`src/rtl/idu_ir_freelist_pkg.sv`:
```
// Shared IDU constants: physical register width, free-list depth and
// architectural register count. The rename-table entries and the free list
// both size themselves from these.
package idu_ir_freelist_pkg;

  localparam int PREG_W    = 6;   // physical register index width
  localparam int FL_DEPTH  = 32;  // free-list entries
  localparam int ARCH_REGS = 32;  // architectural registers (pregs 0..31 mapped at reset)
  localparam int IDX_W     = 5;   // log2(FL_DEPTH)
  localparam int PTR_W     = IDX_W + 1;  // index plus wrap bit

  // Pointer value of tail out of reset: the list starts completely full.
  localparam logic [PTR_W-1:0] TAIL_RST = PTR_W'(FL_DEPTH);

  // Preg held in entry i out of reset: the pregs not used by the arch map.
  function automatic logic [PREG_W-1:0] rst_entry(input int i);
    return PREG_W'(ARCH_REGS + i);
  endfunction

endpackage

```
`src/rtl/idu_ir_freelist.sv`:
```
// IR-stage physical register free list.
//
// A 32-entry circular buffer of preg indices with three 6-bit pointers
// (5-bit index + wrap bit):
//   spec_head   - next preg handed to rename (speculative)
//   commit_head - spec_head as it would be with only retired allocations
//   tail        - next slot written by a retiring instruction's old preg
// Every retire frees one preg and commits one allocation, so tail and
// commit_head advance together and tail - commit_head stays at 32.
//
// Handshake: alloc_vld is the valid (list non-empty, alloc_preg meaningful);
// the rename slot is ready when idu_alloc_req is high and the IR stage is
// neither stalled nor flushed. A transfer happens exactly when alloc_fire is
// high, and only then does spec_head move. alloc_vld/alloc_preg do not depend
// on the consumer side, so there is no combinational loop through them.
module idu_ir_freelist
  import idu_ir_freelist_pkg::*;
(
  input  logic              clk,
  input  logic              rst_clk,
  input  logic              rtu_global_flush,
  input  logic              y_idu_ir_stall_ctrl,
  input  logic              idu_alloc_req,
  input  logic              rtu_retire_vld,
  input  logic [PREG_W-1:0] rtu_release_preg,
  output logic [PREG_W-1:0] alloc_preg,
  output logic              alloc_vld,
  output logic              alloc_fire,
  output logic [PTR_W-1:0]  free_cnt
);

  logic [PREG_W-1:0] entry_q [FL_DEPTH];
  logic [PTR_W-1:0]  spec_head_q;
  logic [PTR_W-1:0]  commit_head_q;
  logic [PTR_W-1:0]  tail_q;

  logic [PTR_W-1:0]  spec_head_nxt;
  logic [PTR_W-1:0]  commit_head_nxt;
  logic [PTR_W-1:0]  tail_nxt;

  // Head read, occupancy and allocation handshake (all zero latency).
  always_comb begin
    alloc_preg = entry_q[spec_head_q[IDX_W-1:0]];
    free_cnt   = tail_q - spec_head_q;
    alloc_vld  = (free_cnt != '0);
    alloc_fire = idu_alloc_req & alloc_vld & ~y_idu_ir_stall_ctrl & ~rtu_global_flush;
  end

  // Pointer next state. A flush rolls spec_head back to the committed point,
  // including a retire landing in the same cycle. A release written this
  // cycle is only visible at the head from the next cycle (no bypass).
  always_comb begin
    commit_head_nxt = commit_head_q;
    tail_nxt        = tail_q;
    if (rtu_retire_vld) begin
      commit_head_nxt = commit_head_q + PTR_W'(1);
      tail_nxt        = tail_q + PTR_W'(1);
    end

    spec_head_nxt = spec_head_q;
    if (rtu_global_flush) begin
      spec_head_nxt = commit_head_nxt;
    end else if (alloc_fire) begin
      spec_head_nxt = spec_head_q + PTR_W'(1);
    end
  end

  // Pointer registers.
  always_ff @(posedge clk or negedge rst_clk) begin
    if (!rst_clk) begin
      spec_head_q   <= '0;
      commit_head_q <= '0;
      tail_q        <= TAIL_RST;
    end else begin
      spec_head_q   <= spec_head_nxt;
      commit_head_q <= commit_head_nxt;
      tail_q        <= tail_nxt;
    end
  end

  // Buffer storage: single write port at tail, reset to pregs 32..63.
  always_ff @(posedge clk or negedge rst_clk) begin
    if (!rst_clk) begin
      for (int i = 0; i < FL_DEPTH; i++) begin
        entry_q[i] <= rst_entry(i);
      end
    end else if (rtu_retire_vld) begin
      entry_q[tail_q[IDX_W-1:0]] <= rtu_release_preg;
    end
  end

endmodule

```
`config.mk`:
```
export PLATFORM = sky130hd
export DESIGN_NAME = idu_ir_freelist
export DESIGN_NICKNAME = d
export VERILOG_FILES = /design/src/rtl/idu_ir_freelist_pkg.sv /design/src/rtl/idu_ir_freelist.sv
export SDC_FILE = /design/constraint.sdc
export NUM_CORES = 1
export LEC_CHECK = 0
export ABC_AREA = 1
export BUFFER_PORTS_ARGS = -buffer_cell sky130_fd_sc_hd__buf_2
export CORE_UTILIZATION = 30
export CTS_CLUSTER_SIZE = 8
export DETAILED_ROUTE_END_ITERATION = 10
export PLACE_DENSITY = 0.44
export SYNTH_ARGS = -nofsm -noshare
export SYNTH_HDL_FRONTEND = slang
export SYNTH_SLANG_ARGS = --single-unit
```
`constraint.sdc`:
```
create_clock -name clk -period 5.8 [get_ports clk]
set_input_delay 1.45 -clock clk [delete_from_list [all_inputs] [get_ports clk]]
set_output_delay 1.45 -clock clk [all_outputs]
set_load 0.02 [all_outputs]
```
==> impl_metrics.yaml, run 1 <==
outcome:
  status: "finished, final reports clean"
finish:
  n_antenna_cell: 0
  drive_above_1_share_pct: 16.2
  layout_common_cells: "334 x nand2_1, 223 x o21ai_0, 115 x nor2_1, 113 x dfstp_2, 95 x dfrtp_1"
  area_growth_pct: 12.4
  final_common_cell: "nand2_1"
  fin_area_mm2: 0.0114
  fin_nets: 1253
logic_synthesis:
  synth_area_mm2: 0.0102
  ys_warn_count: 0
  ys_seq_elements: 210
  netlist_instances: 1249
  avgSynthCellArea_um2: 8.14
  synth_nets: 1273
  synth_cell_types: 30
  seq_area_frac_synth_pct: 53.1
placed_design:
  io_buffers: 25
  post_dp_cell_area_mm2: 0.0106
  hpwl_mm: 19.1
  gp_congestion: 0.764
clock_tree:
  hold_buffers: 0
  postCtsSetupRepairBufs: 0
  numCtsBuffers: 30
  cts-root-buf: "clkbuf_16"
  cts.path.max_buffers: 3
  post_cts_resized: 0
  h-tree-depth: 1
  clkTransAtPathRegs_ns: 0.05
  cts_tree: "yes"
  clk_latency_ns: 0.55
  clock_sink_count: 210
floorplan:
  die_w_um: 186
  fp.dieH_um: 186
  io_pins: 26
  core_mm2: 0.0334
  die_area_mm2: 0.0346
  num_rows: 67
  initial_utilization_pct: 30.4
sta:
  period_minus_slack_ns: 5.10
  layout_worst_path_cycle_share_pct: 88.0
  setup_viol: 0
  grt_setup_unrepaired: "no"
  finalHoldViolCount: 0
  slew_headroom_pct: 35.8
  slew_viol_final: 0
  tightestPinTransition_ns: 0.962
  max_freq_mhz: 196
  tns_ns: 0
  finalClockSkew_ns: 0.0181
  holdWs_ns: 0.471
power_and_ir_drop:
  p_sw_share_pct: 40.2
  seqPwrFrac_pct: 38.9
  clockPowerShare_pct: 23.8
  p_comb_share_pct: 37.3
  p_int_mw: 4.10
  p_switching_mw: 2.76
  p_leak_nw: 4.86
  vdd_drop_max_v: 0.000298
  power_mw: 6.86
  p_per_area_mw_per_mm2: 600
setup_path:
  path_max_fanout: 63
  cp-end-kind: "output pin"
  cp-start-kind: "flop"
  worst-setup-path-type: "flop to output pin"
  critical_path_required_ns: 4.35
  cp.arrival_ns: 3.65
detailed_routing:
  vias: 8243
  drt_first_iter_violations: 597
  routed_wl_mm: 31.2
  wl_per_cell_um: 18.3
  viasPerCell: 4.85
  drc: 0
  postRouteAntennaNets: 0
  first_pass_iters: 5
run:
  maxCapViolCount: 0
hold_path:
  worstHoldPathType: "flop to flop"
global_routing:
  antenna_found_initial: 0
  grt.total_usage_pct: 18.6
  overflow: 0
  grt_max_degree: 86
  grt_pass1_wl_mm: 48.4
  grt_pass1_vias: 7922
==> logic make-up (layout without fill, tap and decap cells) <==
kind of cell / Yosys count / in the layout / synth area share, %
buffers and inverters: 155 / 158 / 6.61
AND/OR/NAND/NOR: 515 / 515 / 20.1
XOR/XNOR: 11 / 11 / 0.948
AO/OA/AOI/OAI: 346 / 346 / 17.7
adder cells (fa/ha/maj): 12 / 12 / 1.55
flip-flops: 210 / 210 / 53.1
==> path summary, 6_finish.rpt <==
check / cells past startpoint / from / endpoint / slack (ns)
hold / removal: 1 / commit_head_q[5] / commit_head_q[5] / 0.47
setup reg to reg: 12 / spec_head_q[1] / spec_head_q[0] / 3.24
max in group asynchronous: 2 / rst_clk / entry_q[13] / 3.69
hold reg to reg: 1 / commit_head_q[5] / commit_head_q[5] / 0.47
min in group asynchronous: 1 / rst_clk / entry_q[106] / 0.96
setup / recovery: 11 / spec_head_q[0] / alloc_preg[2] / 0.70
==> cell type report <==
| cell class | count | area (um2) |
|---|---|---|
| fillers | 3552 | 22000 |
| clock inverters | 1 | 7.51 |
| multi-input cells | 884 | 4100 |
| inverters | 64 | 241 |
| well taps | 448 | 561 |
| clock buffers | 54 | 862 |
| repair buffers | 39 | 251 |
| flip-flops and latches | 210 | 5400 |
==> layer usage <==
| layer | part of all wire [%] | vias to the layer above | global-route usage [%] |
|---|---|---|---|
| met5 | 0 | - | 0 |
| li1 | - | 4061 | - |
| met2 | 44 | 168 | 28.7 |
| met3 | 4.9 | 40 | 2.95 |
| met1 | 49 | 3974 | 26.7 |
| met4 | 2.2 | 0 | 5.25 |
==> sequential cells by signal (all words and copies together), names as in the netlist <==
name           count
tail_q             6
spec_head_q        6
entry_q          192
commit_head_q      6
==> metrics by stage <==
stage | setup slack [ns] | utilization, % | instances
after floorplan | 2.07 | - | 1249
after global placement | 1.23 | 31.5 | 1645
after detailed placement | 1.21 | 31.5 | 1645
after CTS | 0.621 | 34.1 | 1700
after global routing | 0.370 | 34.1 | 1700
final | 0.698 | 34.1 | 1700
==> worst max-delay path, cell delays in order, from the launching register on <==
cell	delay, ns
dfrtp_4	0.78
clkinv_2	0.90
buf_4	0.54
nand2_1	0.09
nand3_1	0.06
nand3_1	0.12
nand2_1	0.06
a21oi_1	0.13
nand2_1	0.07
nand2_1	0.11
inv_1	0.05
buf_2	0.15
==> cell usage after synthesis, drive strengths merged <==
master / count / area share, %
inv: 63 / 2.3
a21oi: 34 / 1.7
clkbuf: 52 / 1.9
a31oi: 1 / 0.062
buf: 39 / 2.3
o21ai: 279 / 14
xor2: 8 / 0.69
dfstp: 113 / 29
o211ai: 19 / 1.4
nand3: 53 / 2.6
nand4: 1 / 0.062
fa: 1 / 0.20
a21o: 1 / 0.074
nor2: 118 / 4.4
dfrtp: 97 / 24
clkinv: 1 / 0.037
xnor2: 3 / 0.26
nor3: 2 / 0.20
o22ai: 12 / 0.74
ha: 11 / 1.4
nor4: 1 / 0.12
or2: 4 / 0.25
nand2: 336 / 12
==> power by group through the flow <==
| stage | combinational [mW] | clock (mW) | sequential [mW] |
|---|---|---|---|
| 2_1_floorplan | 1.91 | 0 | 2.50 |
| 6_report | 2.56 | 1.63 | 2.67 |
| 3_5_place_dp | 2.58 | 0 | 2.68 |
| 4_1_cts | 2.59 | 1.69 | 2.67 |
| 3_3_place_gp | 2.57 | 0 | 2.69 |
| 5_1_grt | 2.91 | 1.75 | 2.75 |
Power figures use the tool's default switching activity.
==> inputs of run 2 (changes only) <==
--- a/config.mk
+++ b/config.mk
@@ -8,9 +8,11 @@
 export ABC_AREA = 1
 export BUFFER_PORTS_ARGS = -buffer_cell sky130_fd_sc_hd__buf_2
 export CORE_UTILIZATION = 30
+export CTS_BUF_LIST = sky130_fd_sc_hd__clkbuf_4 sky130_fd_sc_hd__clkbuf_8
 export CTS_CLUSTER_SIZE = 8
 export DETAILED_ROUTE_END_ITERATION = 10
 export PLACE_DENSITY = 0.44
+export RECOVER_POWER = 25
 export SYNTH_ARGS = -nofsm -noshare
 export SYNTH_HDL_FRONTEND = slang
 export SYNTH_SLANG_ARGS = --single-unit
==> run 2 against run 1 <==
Compared with the run above: the flow now finishes with violations (max-capacitance violations, max-slew violations); worst setup slack improved by 0.019 ns; sequential cell count unchanged; critical path depth unchanged; cell count increased by 1.1%; global-route usage increased by 0.069 points; sequential share of layout area increased by 0.088 points; cell area decreased by 0.19%; clock skew increased by 0.00098 ns; die area unchanged; count of clock-buffer cells in the layout increased by 14; critical path type unchanged; highest routed layer unchanged.
==> impl_metrics.yaml, run 2 (synthesis gave the netlist of run 1 again) <==
global_routing:
  grt.total_usage_pct: 18.7
  grt_pass1_vias: 8036
  grt_max_degree: 86
  grt_pass1_wl_mm: 48.4
  antenna_found_initial: 0
  overflow: 0
finish:
  drive_above_1_share_pct: 19.1
  largest_reg_flops: 192
  regArea_mm2: 0.00540
  regMostFlops: "entry_q"
  layout_common_cells: "334 x nand2_1, 223 x o21ai_0, 115 x nor2_1, 113 x dfstp_2, 95 x dfrtp_1"
  fin_nets: 1263
  multi_input_area_mm2: 0.00409
  fin_cells: 1719
  final_common_cell: "nand2_1"
  n_antenna_cell: 0
  area_growth_pct: 12.1
  fill_cells: 3561
clock_tree:
  post_cts_resized: 0
  cts_tree: "yes"
  cts.path.max_buffers: 3
  numCtsBuffers: 40
  clkTransAtPathRegs_ns: 0.05
  postCtsSetupRepairBufs: 0
  clock_sink_count: 210
  hold_buffers: 0
  h-tree-depth: 2
  cts-root-buf: "clkbuf_8"
  clk_latency_ns: 0.54
power_and_ir_drop:
  p_leak_nw: 4.91
  p_int_mw: 4.03
  p_sw_share_pct: 40.6
  clockPowerShare_pct: 23.1
  p_switching_mw: 2.75
  p_comb_share_pct: 37.6
  seqPwrFrac_pct: 39.3
  vdd_drop_max_v: 0.000302
  p_per_area_mw_per_mm2: 595
sta:
  slew_headroom_pct: -40.9
  tightestPinTransition_ns: 2.11
  period_minus_slack_ns: 5.08
  finalHoldViolCount: 0
  slew_viol_final: 83
  grt_setup_unrepaired: "no"
  tns_ns: 0
  layout_worst_path_cycle_share_pct: 87.6
  setup_viol: 0
  max_freq_mhz: 197
  setup_ws_ns: 0.717
  finalClockSkew_ns: 0.0191
setup_path:
  worst-setup-path-type: "flop to output pin"
  path_max_fanout: 63
  critical_path_required_ns: 4.35
  cp-end-kind: "output pin"
  cp.arrival_ns: 3.63
  cp-start-kind: "flop"
floorplan:
  io_pins: 26
  die_w_um: 186
  num_rows: 67
  die_area_mm2: 0.0346
  fp.dieH_um: 186
  initial_utilization_pct: 30.4
  core_mm2: 0.0334
run:
  maxCapViolCount: 1
detailed_routing:
  drt_first_iter_violations: 534
  routed_wl_mm: 31.2
  vias: 8298
  drc: 0
  viasPerCell: 4.83
  wl_per_cell_um: 18.2
  postRouteAntennaNets: 0
  first_pass_iters: 5
placed_design:
  post-place-ws_ns: 1.21
  gp_congestion: 0.764
  io_buffers: 25
  hpwl_mm: 19.1
  placed_cells: 1645
outcome:
  violations: "max-capacitance violations, max-slew violations"
  status: "complete, but fails checks"
hold_path:
  worstHoldPathType: "flop to flop"
-- run 2: power by group through the flow --
stage,logic [mW],registers (mW),clock network (mW)
after CTS,2.59,2.67,1.61
after detailed placement,2.58,2.68,0
after floorplan,1.91,2.50,0
final,2.55,2.67,1.57
after global routing,2.91,2.75,1.68
after global placement,2.57,2.69,0
-- run 2: worst max-delay path, cell delays in order (launching register included) --
cell	delay, ns
dfrtp_4	0.78
clkinv_2	0.90
buf_4	0.54
nand2_1	0.09
nand3_1	0.06
nand3_1	0.12
nand2_1	0.06
a21oi_1	0.13
nand2_1	0.07
nand2_1	0.10
inv_1	0.04
buf_2	0.15
-- run 2: layout make-up --
cell class / instances / share of cell area [%]
Tap cell: 448 / 4.92
Sequential cell: 210 / 47.4
Inverter: 64 / 2.12
Multi-Input combinational cell: 884 / 35.9
Clock buffer: 68 / 7.11
Clock inverter: 6 / 0.527
Timing Repair Buffer: 39 / 2.06
-- run 2: final timing paths --
path	slack [ns]	to	startpoint	cells after the start
setup / recovery	0.72	alloc_preg[2]	spec_head_q[0]	11
hold / removal	0.47	commit_head_q[5]	commit_head_q[5]	1
setup reg to reg	3.25	spec_head_q[1]	spec_head_q[1]	12
hold reg to reg	0.47	commit_head_q[5]	commit_head_q[5]	1
max in group asynchronous	2.31	entry_q[182]	rst_clk	2
min in group asynchronous	0.97	entry_q[102]	rst_clk	1
-- run 2: layer usage --
layer	routed length, um	track usage, %
met1	15200	26.5
met2	13700	28.4
met3	1410	3.17
met4	902	6.46
met5	0	0
-- run 2: stage by stage --
stage | utilization [%] | hold slack, ns | total power [mW] | instance area, um2
4_1_cts | 34.2 | 0.472 | 6.87 | 11400
3_3_place_gp | 31.5 | 0.459 | 5.26 | 10600
6_report | 34.1 | 0.468 | 6.79 | 11400
3_5_place_dp | 31.5 | 0.463 | 5.27 | 10600
5_1_grt | 34.1 | 0.481 | 7.34 | 11400
2_1_floorplan | - | 0.444 | 4.41 | 10200
==> inputs of run 3 (changes only) <==
--- a/config.mk
+++ b/config.mk
@@ -5,7 +5,6 @@
 export SDC_FILE = /design/constraint.sdc
 export NUM_CORES = 1
 export LEC_CHECK = 0
-export ABC_AREA = 1
 export BUFFER_PORTS_ARGS = -buffer_cell sky130_fd_sc_hd__buf_2
 export CORE_UTILIZATION = 30
 export CTS_BUF_LIST = sky130_fd_sc_hd__clkbuf_4 sky130_fd_sc_hd__clkbuf_8
==> run 3 against run 2 <==
Compared with the run above: the run still ends with max-capacitance violations, max-slew violations left; combinational power down 7%; core utilization up 0.86 points; worst setup slack gained 0.19 ns.
==> impl_metrics.yaml, run 3 <==
sta:
  finalClockSkew_ns: 0.0265
  tns_ns: 0
  max_freq_mhz: 204
  tightestPinTransition_ns: 3.00
  period_minus_slack_ns: 4.89
  setup_viol: 0
  layout_worst_path_cycle_share_pct: 84.3
  grt_setup_unrepaired: "no"
  slew_headroom_pct: -100
  slew_viol_final: 120
  finalHoldViolCount: 0
outcome:
  violations: "max-capacitance violations, max-slew violations"
  status: "complete, but fails checks"
logic_synthesis:
  seq_area_frac_synth_pct: 53.5
  synth_cell_types: 42
  synth_compound_area_share_pct: 1.71
  synth_xor_area_share_pct: 1.22
  yosysMostFrequentCell: "mux2_2"
  avgSynthCellArea_um2: 15.0
  synth_area_leaders: "dfstp_2 29%, dfrtp_1 24%, mux2_2 22%, mux4_2 13%, ha_1 1.4%"
  synth.top_cells.by_count: "193 x mux2_2, 113 x dfstp_2, 97 x dfrtp_1, 60 x mux4_2, 33 x clkbuf_1"
  synth_largest_area_cell: "dfstp_2"
  synth.area.mux_share_pct: 35.1
  synth-edff-count: 0
  synthArstFlopShare_pct: 100
  synth_ff_type: "dfstp_2"
  synth_top_family_by_area: "multiplexers"
  synth_top_area_share_pct: 29.5
  synth_area_mm2: 0.0101
  synth_nets: 694
  netlist_instances: 670
  yosys.area_share.adder_pct: 1.56
  synth_simple_gate_area_share_pct: 4.83
  ys_warn_count: 0
  ys_seq_elements: 210
detailed_routing:
  drt_first_iter_violations: 320
  wl_per_cell_um: 21.6
  viasPerCell: 5.03
  first_pass_iters: 4
  drc: 0
  postRouteAntennaNets: 0
  routed_wl_mm: 25.3
  vias: 5902
setup_path:
  cp-start-kind: "flop"
  path_max_fanout: 40
  cp.arrival_ns: 3.44
  path_cells: "ha_1 -> fa_1 -> inv_1 -> nor4_1 -> mux2i_1 -> o41ai_4 -> nor2_1 -> buf_2"
  worst-setup-path-type: "flop to output pin"
  cp_num_buf_inv: 2
  cp-end-kind: "output pin"
  critical_path_required_ns: 4.35
  max_stage_delay_ns: 0.79
  slowest_stage: "dfrtp_4"
  path_delay_family: "adder cells"
floorplan:
  die_area_mm2: 0.0343
  num_rows: 66
  die_w_um: 185
  io_pins: 26
  core_mm2: 0.0328
  fp.dieH_um: 185
  initial_utilization_pct: 30.7
run:
  maxCapViolCount: 1
finish:
  largest_reg_flops: 192
  drive_above_1_share_pct: 64.9
  layout_common_cells: "193 x mux2_2, 113 x dfstp_2, 95 x dfrtp_1, 60 x mux4_2, 46 x clkbuf_8"
  fin_cells: 1174
  fill_cells: 3170
  n_antenna_cell: 0
  fin_nets: 724
  regMostFlops: "entry_q"
  final_common_cell: "mux2_2"
  area_growth_pct: 13.7
clock_tree:
  post_cts_resized: 0
  cts.path.max_buffers: 3
  postCtsSetupRepairBufs: 0
  hold_buffers: 0
  clock_sink_count: 210
  numCtsBuffers: 40
  clk_latency_ns: 0.54
  h-tree-depth: 2
  cts-root-buf: "clkbuf_8"
  cts_tree: "yes"
  clkTransAtPathRegs_ns: 0.05
power_and_ir_drop:
  clockPowerShare_pct: 22.4
  p_per_area_mw_per_mm2: 577
  vdd_drop_max_v: 0.000459
  p_int_mw: 4.36
  p_comb_share_pct: 35.8
  p_sw_share_pct: 34.1
  power_mw: 6.61
  seqPwrFrac_pct: 41.8
  p_leak_nw: 4.72
  p_switching_mw: 2.25
global_routing:
  overflow: 0
  grt.busiest_layer: "met2"
  grt_pass1_vias: 6217
  grt_max_degree: 120
  grt_pass1_wl_mm: 39.6
  grtUsageMet1_pct: 23.1
  grt.total_usage_pct: 15.6
  met2_usage_pct: 23.1
  antenna_found_initial: 0
  grt_use_met3_pct: 2.87
placed_design:
  placed_cells: 1100
  io_buffers: 25
  gp_congestion: 0.738
  hpwl_mm: 16.2
hold_path:
  worstHoldPathType: "flop to flop"
run 3: path summary, 6_finish.rpt:
path	startpoint	to	slack [ns]	cells after the start
worst max-delay path	spec_head_q[0]	alloc_fire	0.91	8
worst min-delay path	commit_head_q[5]	commit_head_q[5]	0.48	1
worst max register to register	spec_head_q[0]	spec_head_q[4]	2.57	8
worst min register to register	commit_head_q[5]	commit_head_q[5]	0.48	1
max in group asynchronous	rst_clk	spec_head_q[0]	1.77	1
min in group asynchronous	rst_clk	entry_q[163]	1.86	1
run 3: cells by family (layout without fill, tap and decap cells):
kind of cell    count (synthesis)  in the layout
fa+ha+maj                      12             12
buf+inv                        53            115
mux                           254            254
xor+xnor                       14             14
flops                         210            210
simple gates                  105            105
compound gates                 22             22
run 3: stage by stage:
stage               utilization (%)  hold WS (ns)  instance area (um2)  setup WS, ns
finish                         34.9         0.480                11500         0.909
detailed placement             32.5         0.474                10600          1.39
global placement               32.5         0.473                10600          1.46
CTS                            35.0         0.485                11500         0.809
global route                   34.9         0.493                11500         0.620
floorplan                         -         0.436                10100          1.58
run 3: metal layers:
layer  share of wire (%)  up-vias
met1                  49     3194
li1                    -     2554
met4                 1.6        0
met3                 4.7       31
met2                  45      123
met5                   0        -
run 3: cell type report:
| cell class | count | area (um2) | share of cell area, % |
|---|---|---|---|
| multi-input combinational | 407 | 4470 | 39.1 |
| timing repair buffer | 30 | 161 | 1.41 |
| sequential | 210 | 5400 | 47.1 |
| tap | 442 | 553 | 4.83 |
| clock inverter | 9 | 50.0 | 0.437 |
| inverter | 11 | 41.3 | 0.360 |
| clock buffer | 65 | 776 | 6.77 |
run 3: power groups by stage:
stage | Combinational (mW) | Sequential [mW] | Clock [mW]
2_1_floorplan | 1.97 | 2.45 | 0
3_3_place_gp | 2.34 | 2.76 | 0
3_5_place_dp | 2.39 | 2.78 | 0
4_1_cts | 2.40 | 2.77 | 1.55
5_1_grt | 2.56 | 2.86 | 1.61
6_report | 2.37 | 2.76 | 1.48
